## src/rtl/vec_mem_pkg.sv

```systemverilog
// Shared definitions for the vector load/store sequencer.
//   - vms_state_t : sequencer FSM states
//   - VmsLanes / VmsLaneW / VmsAddrW : default geometry
//   - laneSlice() : extract one lane from a packed vector at the default geometry
package vec_mem_pkg;

    localparam int unsigned VmsLanes    = 16;
    localparam int unsigned VmsLaneW    = 16;
    localparam int unsigned VmsAddrW    = 32;
    localparam int unsigned VmsLaneIdxW = $clog2(VmsLanes);

    typedef enum logic [2:0] {
        StIdle,
        StStore,
        StLoad,
        StTail,
        StDone
    } vms_state_t;

    function automatic logic [VmsLaneW-1:0] laneSlice(
        input logic [VmsLanes*VmsLaneW-1:0] vec,
        input logic [VmsLaneIdxW-1:0]       idx
    );
        return vec[idx*VmsLaneW +: VmsLaneW];
    endfunction

endpackage

```

## src/rtl/vec_addr_gen.sv

```systemverilog
// Lane counter plus strided address accumulator.
//   clk, reset : clock, synchronous active-high reset
//   load       : restart at lane 0, address = base, capture stride
//   step       : advance one lane, address += stride (wraps modulo 2^ADDR_W)
//   base       : address of lane 0 (sampled on load)
//   stride     : per-lane address increment (sampled on load)
//   addr       : current address; holds when neither load nor step
//   lane       : current lane index
//   last       : current lane is LANES-1
module vec_addr_gen #(
    parameter int unsigned  LANES    = 16,
    parameter int unsigned  ADDR_W   = 32,
    localparam int unsigned LaneIdxW = (LANES > 1) ? $clog2(LANES) : 1
) (
    input  logic                clk,
    input  logic                reset,
    input  logic                load,
    input  logic                step,
    input  logic [ADDR_W-1:0]   base,
    input  logic [ADDR_W-1:0]   stride,
    output logic [ADDR_W-1:0]   addr,
    output logic [LaneIdxW-1:0] lane,
    output logic                last
);

    logic [ADDR_W-1:0]   addrQ;
    logic [ADDR_W-1:0]   strideQ;
    logic [LaneIdxW-1:0] laneQ;

    always_ff @(posedge clk) begin
        if (reset) begin
            addrQ   <= '0;
            strideQ <= '0;
            laneQ   <= '0;
        end else if (load) begin
            addrQ   <= base;
            strideQ <= stride;
            laneQ   <= '0;
        end else if (step) begin
            // Accumulate rather than multiply; overflow wraps silently.
            addrQ <= addrQ + strideQ;
            laneQ <= laneQ + LaneIdxW'(1);
        end
    end

    assign addr = addrQ;
    assign lane = laneQ;
    assign last = (laneQ == LaneIdxW'(LANES - 1));

endmodule

```

## src/rtl/vec_mem_sequencer.sv

```systemverilog
// Multi-cycle vector load/store engine for the M stage. Moves one vector register to/from a
// lane-wide data memory, one lane per cycle, with programmable stride.
//   clk, reset : clock, synchronous active-high reset
//   start      : request (accepted only in idle); store selects store (1) / load (0)
//   base_addr  : lane 0 address; stride : per-lane word increment
//   vdata_in   : store source vector; lane i = bits [i*LANE_W +: LANE_W]
//   mem_rdata  : memory read data, valid the cycle after a read strobe
//   mem_en, mem_we, mem_addr, mem_wdata : lane-wide memory port
//   vdata_out  : assembled load result, held until the next load overwrites it
//   stall      : freeze upstream pipeline registers
//   busy       : not idle; done : one-cycle completion pulse
module vec_mem_sequencer
    import vec_mem_pkg::*;
#(
    parameter int unsigned LANES  = VmsLanes,
    parameter int unsigned LANE_W = VmsLaneW,
    parameter int unsigned ADDR_W = VmsAddrW
) (
    input  logic                    clk,
    input  logic                    reset,
    input  logic                    start,
    input  logic                    store,
    input  logic [ADDR_W-1:0]       base_addr,
    input  logic [ADDR_W-1:0]       stride,
    input  logic [LANES*LANE_W-1:0] vdata_in,
    input  logic [LANE_W-1:0]       mem_rdata,
    output logic                    mem_en,
    output logic                    mem_we,
    output logic [ADDR_W-1:0]       mem_addr,
    output logic [LANE_W-1:0]       mem_wdata,
    output logic [LANES*LANE_W-1:0] vdata_out,
    output logic                    stall,
    output logic                    busy,
    output logic                    done
);

    localparam int unsigned LaneIdxW = (LANES > 1) ? $clog2(LANES) : 1;

    vms_state_t              stateQ, stateD;
    logic [LANES*LANE_W-1:0] vdataQ;
    logic [LANES*LANE_W-1:0] vdataOutQ;
    logic                    rdValidQ;
    logic [LaneIdxW-1:0]     rdLaneQ;
    logic                    accept;
    logic                    inXfer;
    logic                    agStep;
    logic                    lastLane;
    logic [LaneIdxW-1:0]     lane;

    assign accept = (stateQ == StIdle) && start;
    assign inXfer = (stateQ == StStore) || (stateQ == StLoad);
    // Stop stepping on the last lane so mem_addr holds the final address afterwards.
    assign agStep = inXfer && !lastLane;

    vec_addr_gen #(
        .LANES  (LANES),
        .ADDR_W (ADDR_W)
    ) uAddrGen (
        .clk    (clk),
        .reset  (reset),
        .load   (accept),
        .step   (agStep),
        .base   (base_addr),
        .stride (stride),
        .addr   (mem_addr),
        .lane   (lane),
        .last   (lastLane)
    );

    always_ff @(posedge clk) begin
        if (reset) begin
            stateQ <= StIdle;
        end else begin
            stateQ <= stateD;
        end
    end

    // Store source snapshot; later vdata_in changes are invisible to the transfer.
    always_ff @(posedge clk) begin
        if (reset) begin
            vdataQ <= '0;
        end else if (accept) begin
            vdataQ <= vdata_in;
        end
    end

    // Read data returns one cycle after the strobe, so remember which lane was issued and
    // write it into the assembly register the following cycle (the last lane lands in TAIL).
    always_ff @(posedge clk) begin
        if (reset) begin
            rdValidQ  <= 1'b0;
            rdLaneQ   <= '0;
            vdataOutQ <= '0;
        end else begin
            rdValidQ <= (stateQ == StLoad);
            rdLaneQ  <= lane;
            if (rdValidQ) begin
                vdataOutQ[rdLaneQ*LANE_W +: LANE_W] <= mem_rdata;
            end
        end
    end

    assign vdata_out = vdataOutQ;

    always_comb begin
        stateD    = stateQ;
        mem_en    = 1'b0;
        mem_we    = 1'b0;
        mem_wdata = '0;
        stall     = 1'b0;
        busy      = 1'b1;
        done      = 1'b0;
        unique case (stateQ)
            StIdle: begin
                busy  = 1'b0;
                // Raw start term only; stall never feeds back into start.
                stall = start;
                if (start) begin
                    stateD = store ? StStore : StLoad;
                end
            end
            StStore: begin
                mem_en    = 1'b1;
                mem_we    = 1'b1;
                mem_wdata = vdataQ[lane*LANE_W +: LANE_W];
                stall     = 1'b1;
                if (lastLane) begin
                    stateD = StDone;
                end
            end
            StLoad: begin
                mem_en = 1'b1;
                stall  = 1'b1;
                if (lastLane) begin
                    stateD = StTail;
                end
            end
            StTail: begin
                stall  = 1'b1;
                stateD = StDone;
            end
            StDone: begin
                // Stall drops here so the instruction leaves M with vdata_out complete.
                done   = 1'b1;
                stateD = StIdle;
            end
            default: begin
                stateD = StIdle;
            end
        endcase
    end

endmodule

```

## config.mk

```make
export PLATFORM = sky130hd
export DESIGN_NAME = vec_mem_sequencer
export DESIGN_NICKNAME = d
export VERILOG_FILES = /design/src/rtl/vec_mem_pkg.sv /design/src/rtl/vec_addr_gen.sv /design/src/rtl/vec_mem_sequencer.sv
export SDC_FILE = /design/constraint.sdc
export NUM_CORES = 1
export LEC_CHECK = 0
export BUFFER_PORTS_ARGS = -buffer_cell sky130_fd_sc_hd__buf_2
export CAP_MARGIN = 20
export CORE_MARGIN = 8
export CORE_UTILIZATION = 43
export CTS_CLUSTER_DIAMETER = 30
export DETAILED_ROUTE_END_ITERATION = 7
export GPL_ROUTABILITY_DRIVEN = 0
export PLACE_DENSITY_LB_ADDON = 0.1
export SYNTH_ARGS = -nofsm -noshare
export SYNTH_HDL_FRONTEND = slang
export SYNTH_SLANG_ARGS = --single-unit
```

## constraint.sdc

```tcl
create_clock -name clk -period 4.1 [get_ports clk]
set_input_delay 1.23 -clock clk [delete_from_list [all_inputs] [get_ports clk]]
set_output_delay 1.23 -clock clk [all_outputs]
set_load 0.1 [all_outputs]
```

==> metrics, run 1 <==
Synth Register Bits=approximately 600; r2r worst-path depth=8; # fillers=5171; Seq/Total Area, Yosys=47.6%; multi-input logic area=12000 µm²; crit path time final=approximately 4000 ps; dominant cells by area after synthesis=dfxtp_1 (48%), nand2_1 (12%), a21oi_1 (11%), mux4_2 (7.3%), nor2_1 (3.4%); drt via density=5.55; setup TNS=0 ps; vias in the first global route=24113; FFs w/ async S/R, synth=0%; cell taking the most area after synthesis=dfxtp_1; clk slew on worst S/H paths=40 ps; Clock Skew=25.8 ps; drt first pass iters=5; final setup margin=about 82 ps; final net count=between 3000 and 4000; Slew Limit Fails=0; Hold Crit Start=vdata_out[37]$_SDFFE_PP0P_; Post-synth EDFFs=0; number of H-tree levels=4; DR vias=24795; synth warn=0; Yosys cell types=67; worst r2r src=rdLaneQ[0]$_SDFF_PP0_; drt total wl=99700 µm; Hold Buf Count CTS=0; Avg Cell Area, Syn=8.24 µm²; sequential cell area=11800 µm²; WHS Endpoint=vdata_out[37]$_SDFFE_PP0P_; Power Density=643 nW/µm²; worst r2r dst=vdata_out[34]$_SDFFE_PP0P_; Period Utilization, post-route=a little over nine tenths; clock root cell=clkbuf_16; # rows=88; WHS Path Cells=2; final setup fails=0; CTS Buffer Depth=3; Gate Count Post-Synth=3004; Synth Net Count=3379; CP Max Fanout=21; Pleak=13.9 nW; PortBufs=approximately 650; share of layout cells above drive strength 1=~28%; DRC=0; drt wl/cell=22.3 µm; HPWL Detailed=73700 µm; relative slew slack=23.7%; reg-to-reg setup timing slack=750 ps; dominant synthesized flop cell=dfxtp_1; CORE AREA=~57000 µm²; post-synth top area share=between 40% and 50%; Hold WC Path Type=register to register; Max VDD drop=430 µV; DR iter-0 viols=2239; Die X=256 µm; Crit. End Element=primary output; worst slew pin tran=roughly 1100 ps; Detail Route Antenna Nets=0; status=complete, no violations; die height=256 µm; synthesized area=about 25000 µm²; clock sinks=588; total CTS buffers=130; RSZ-0062 raised after global routing=yes; critical path type=register to primary output; grt ovf=0; largest net degree at the start of global routing=132; first-pass GRT wire length=148000 µm; Worst Setup Start Kind=register; max_cap viols=0; I/O pin count=between 600 and 700; CTS tree=built; initial antenna violation count=14; Syn-to-layout area delta=33.9%; GR Util All Layers=just under 30%; DIE AREA=65500 µm²; Fin. Hold Viols=0; Clock Latency Late Sink=690 ps; fmax=around 250 MHz; Initial Util=43.2%; CP arrival=2790 ps; Setup WS pre-CTS=533 ps; Worst EP required=2870 ps
[cell type report]
type                       instances  share of cell area, %
clock buffer                     169                   11.1
multi-input combinational       2156                   36.1
tap                              765                   2.89
timing repair buffer             705                   11.8
inverter                          11                  0.136
clock inverter                    63                   2.27
sequential                       588                   35.6
antenna                           10                 0.0755
[logic make-up after synthesis]
family                     Yosys count  synth area share, %
and+or+nand+nor                   1316                 22.0
adders and majority gates           35                 1.80
DFF                                588                 47.6
xor gates and xnor gates            33                 1.17
AOI/OAI and AO/OA                  656                 14.6
muxes                              116                 8.74
buffers and inverters              260                 4.08
[routing by layer]
metal	up-vias	wire length [µm]	global-route usage, %
met5	-	33	0
met4	6	3690	11.9
met3	212	8460	7.25
met2	1204	47700	47.5
met1	11882	39800	36.1
li1	11491	-	-
[where the power goes]
part / switching [mW] / total (mW) / internal (mW) / leakage, nW
sequential: 0.420 / 6.64 / 6.22 / 4.79
clock: 3.39 / 10.4 / 6.97 / 2.16
combinational: 3.00 / 4.31 / 1.31 / 6.97
total: 6.81 / 21.3 / 14.5 / 13.9
[sequential cells by signal, indices dropped and copies added, names as in the netlist]
register	flops
rdValidQ	1
uAddrGen.lane	4
uAddrGen.strideQ	32
uAddrGen.addr	32
rdLaneQ	4
vdata_out	256
vdataQ	256
stateQ	3
[what timing repair did]
item | 4_1_cts | 5_1_grt
pin swaps | 0 | 0
setup endpoints to repair | 16 | 12
resized for setup | 14 | 18
buffers inserted | 8 | 0
[cells in the mapped netlist (4+ instances only)]
master      n
o211ai_1    4
ha_1       34
a311oi_1   13
inv_1       8
and3_1      5
nand3_1    96
xnor2_1    19
nand2_1   779
a21oi_1   545
dfxtp_1   588
a211oi_1    7
o21ai_1     6
mux2i_1    36
o31ai_1     4
nand4_1     8
xor2_1     14
o21ai_0    13
nor3_1    146
nor2_1    226
nor2_2      4
clkbuf_1  220
mux4_2     80
o22ai_1     6
buf_2      17
a21o_1     20
o21a_1      6
a31oi_1     4
nand3b_1    5
buf_1      10
nor2b_1    10
and2_1     20
[per-stage QoR]
| step | cells | area [µm²] | total power, mW | hold slack (ps) | util (%) |
|---|---|---|---|---|---|
| detailed placement | 4214 | 28500 | 11.0 | 442 | 49.8 |
| finish | 4467 | 33100 | 21.3 | 446 | 57.9 |
| global route | 4463 | 33100 | 22.1 | 463 | 57.8 |
| CTS | 4454 | 33000 | 21.4 | 448 | 57.7 |
| floorplan | 3004 | 24700 | 9.71 | 433 | - |
| global placement | 4214 | 28500 | 10.9 | 437 | 49.8 |
[worst max-delay path, cell delays in order, from the launching register on]
cell	delay, ps
dfxtp_4	400
buf_12	210
mux4_2	530
mux4_2	520
and2_1	230
buf_6	200
[how the worst max path moves through the flow]
stage	startpoint	end	slack, ps	cells past startpoint
global placement	uAddrGen.lane[0]$_SDFFE_PP0P_	mem_wdata[9]	560	5
finish	uAddrGen.lane[0]$_SDFFE_PP0P_	mem_wdata[11]	80	5
detailed placement	uAddrGen.lane[1]$_SDFFE_PP0P_	mem_wdata[6]	530	5
CTS	uAddrGen.lane[0]$_SDFFE_PP0P_	mem_wdata[4]	0.6	5
global route	uAddrGen.lane[0]$_SDFFE_PP0P_	mem_wdata[6]	-7	5
floorplan	stateQ[0]$_SDFFE_PP0P_	done	180	2
[layout by cell type, fill, tap and decap left out, types with 10 or more instances in the layout]
cell	instances
a311oi_1	13
bufinv_16	10
buf_2	631
a21oi_1	545
xor2_1	14
nor3_1	145
clkbuf_1	16
nand3_1	96
clkinv_4	11
xnor2_1	19
clkinvlp_4	10
nor2b_1	10
nand2_1	778
dfxtp_1	586
diode_2	10
clkbuf_16	134
nor2_1	226
buf_12	13
mux2i_1	36
inv_6	13
buf_4	51
o21ai_0	13
and2_1	18
ha_1	34
clkbuf_8	19
mux4_2	80
a21o_1	20
clkinv_2	14
No activity file was read; power rests on OpenSTA's default activity.
==> inputs of run 2 (changes only) <==
--- a/config.mk
+++ b/config.mk
@@ -8,7 +8,7 @@
 export BUFFER_PORTS_ARGS = -buffer_cell sky130_fd_sc_hd__buf_2
 export CAP_MARGIN = 20
 export CORE_MARGIN = 8
-export CORE_UTILIZATION = 43
+export CORE_UTILIZATION = 45
 export CTS_CLUSTER_DIAMETER = 30
 export DETAILED_ROUTE_END_ITERATION = 7
 export GPL_ROUTABILITY_DRIVEN = 0
==> metrics, run 2 (synthesized netlist as in run 1, its figures left out) <==
Hold Buf Count CTS=0 (unchanged); drt wl/cell=22.3 µm (about the same); Period Utilization, post-route=98.6% (+0.64 points); crit path time final=4040 ps (+26.3 ps); Pleak=13.8 nW (-0.64%); CP arrival=2810 ps (+20 ps); status=complete, no violations; critical path type=register to primary output; first-pass GRT wire length=146000 µm (-1.2%); fmax=247 MHz (-0.65%); clk slew on worst S/H paths=50 ps (about the same); Power Density=637 nW/µm² (-0.97%); worst slew pin tran=1080 ps (-58.1 ps); total CTS buffers=120 (-7.7%); GR Util All Layers=29.7% (+0.77 points); drt first pass iters=5 (unchanged); vias in the first global route=24177 (+0.27%); DRC=0 (unchanged); Detail Route Antenna Nets=0 (unchanged); Worst EP required=2870 ps (about the same); CTS tree=built; I/O pin count=649 (unchanged); # rows=86 (-2.3%); CP Max Fanout=8 (-62%); RSZ-0062 raised after global routing=no; relative slew slack=27.5% (+3.9 points); Worst Setup Start Kind=register; reg-to-reg setup timing slack=770 ps (+20 ps); Fin. Hold Viols=0 (unchanged); Crit. End Element=primary output; DR iter-0 viols=2262 (+1.0%); DR vias=24683 (-0.45%); CORE AREA=54800 µm² (-4.3%); commonest cells after routing, fill and taps aside=nand2_1 (778), buf_2 (632), dfxtp_1 (586); Die X=250 µm (-2.1%); PortBufs=648 (unchanged); CTS Buffer Depth=3 (unchanged); clock root cell=clkbuf_16; fin util=60.1% (+2.2 points); share of layout cells above drive strength 1=27.8% (-0.060 points); largest net degree at the start of global routing=127 (-3.8%); Hold WC Path Type=register to register; max_cap viols=0 (unchanged); Clock Skew=26.9 ps (+1.18 ps); Initial Util=45.2% (+2.0 points); drt via density=5.61 (+1.1%); clock sinks=588 (unchanged); Syn-to-layout area delta=33.1%; drt total wl=98100 µm (-1.6%); die height=250 µm (-2.1%); number of H-tree levels=3 (-1); Min Hold Slack=446 ps (+0.353 ps); grt ovf=0 (unchanged); Slew Limit Fails=0 (unchanged); final net count=3954 (-0.33%); DIE AREA=62700 µm² (-4.2%); initial antenna violation count=22 (+8); commonest non-fill, non-tap cell in the layout=nand2_1; HPWL Detailed=72100 µm (-2.2%); setup TNS=0 ps (unchanged); Max VDD drop=365 µV (-15%); final setup fails=0 (unchanged); Clock Latency Late Sink=670 ps (-20 ps)
-- run 2: cell count changes in the layout (fill, tap and decap cells not counted), moves of 3 or more --
| cell | delta |
|---|---|
| clkinv_4 | +5 |
| clkbuf_1 | -6 |
| clkbuf_16 | -11 |
| clkinvlp_4 | +5 |
| bufinv_16 | +5 |
| buf_4 | -3 |
| buf_6 | -6 |
-- run 2: where the power goes --
group          leakage [nW]  switching [mW]  internal [mW]
Sequential             4.79           0.394           6.22
Clock                  2.06            3.34           6.73
Combinational          6.98            2.99           1.30
-- run 2: cell type report --
type	instances	area (µm²)
Multi-Input combinational cell	2156	12000
Tap cell	704	881
Timing Repair Buffer	702	3930
Fill cell	4865	21800
Antenna cell	12	30.0
Sequential cell	588	11800
Inverter	11	41.3
Clock inverter	75	943
Clock buffer	150	3340
-- run 2: timing repair --
item / CTS / global route
pin swaps: 0 / 0
buffers inserted: 7 / 0
cloned: 0 / 1
endpoints found under the setup margin: 16 / 4
gates resized for setup: 12 / 4
-- run 2: path summary, 6_finish.rpt --
kind,to,cells past startpoint,from
max,mem_wdata[15],5,uAddrGen.lane[0]$_SDFFE_PP0P_
min,vdata_out[45]$_SDFFE_PP0P_,2,vdata_out[45]$_SDFFE_PP0P_
max reg2reg,vdata_out[25]$_SDFFE_PP0P_,8,rdLaneQ[0]$_SDFF_PP0_
min reg2reg,vdata_out[45]$_SDFFE_PP0P_,2,vdata_out[45]$_SDFFE_PP0P_
-- run 2: stage by stage --
step,setup WS (ps),instances,power (mW),instance area [µm²]
finish,56.0,4398,21.0,32900
CTS,4.06,4382,21.0,32800
global route,7.79,4394,21.7,32900
detailed placement,522,4150,10.9,28400
global placement,565,4150,10.9,28400
floorplan,177,3004,9.71,24700
-- run 2: layer usage --
metal | wire [µm] | track usage [%]
met5 | 107 | 0
met4 | 4600 | 14.8
met3 | 8930 | 6.82
met2 | 46100 | 48.3
met1 | 38400 | 36.7
-- run 2: worst max-delay path, cell delays in order, from the launching register on --
cell and delay, ps:
dfxtp_4 460, buf_4 160, mux4_2 520, mux4_2 480, and2_1 250, buf_4 260
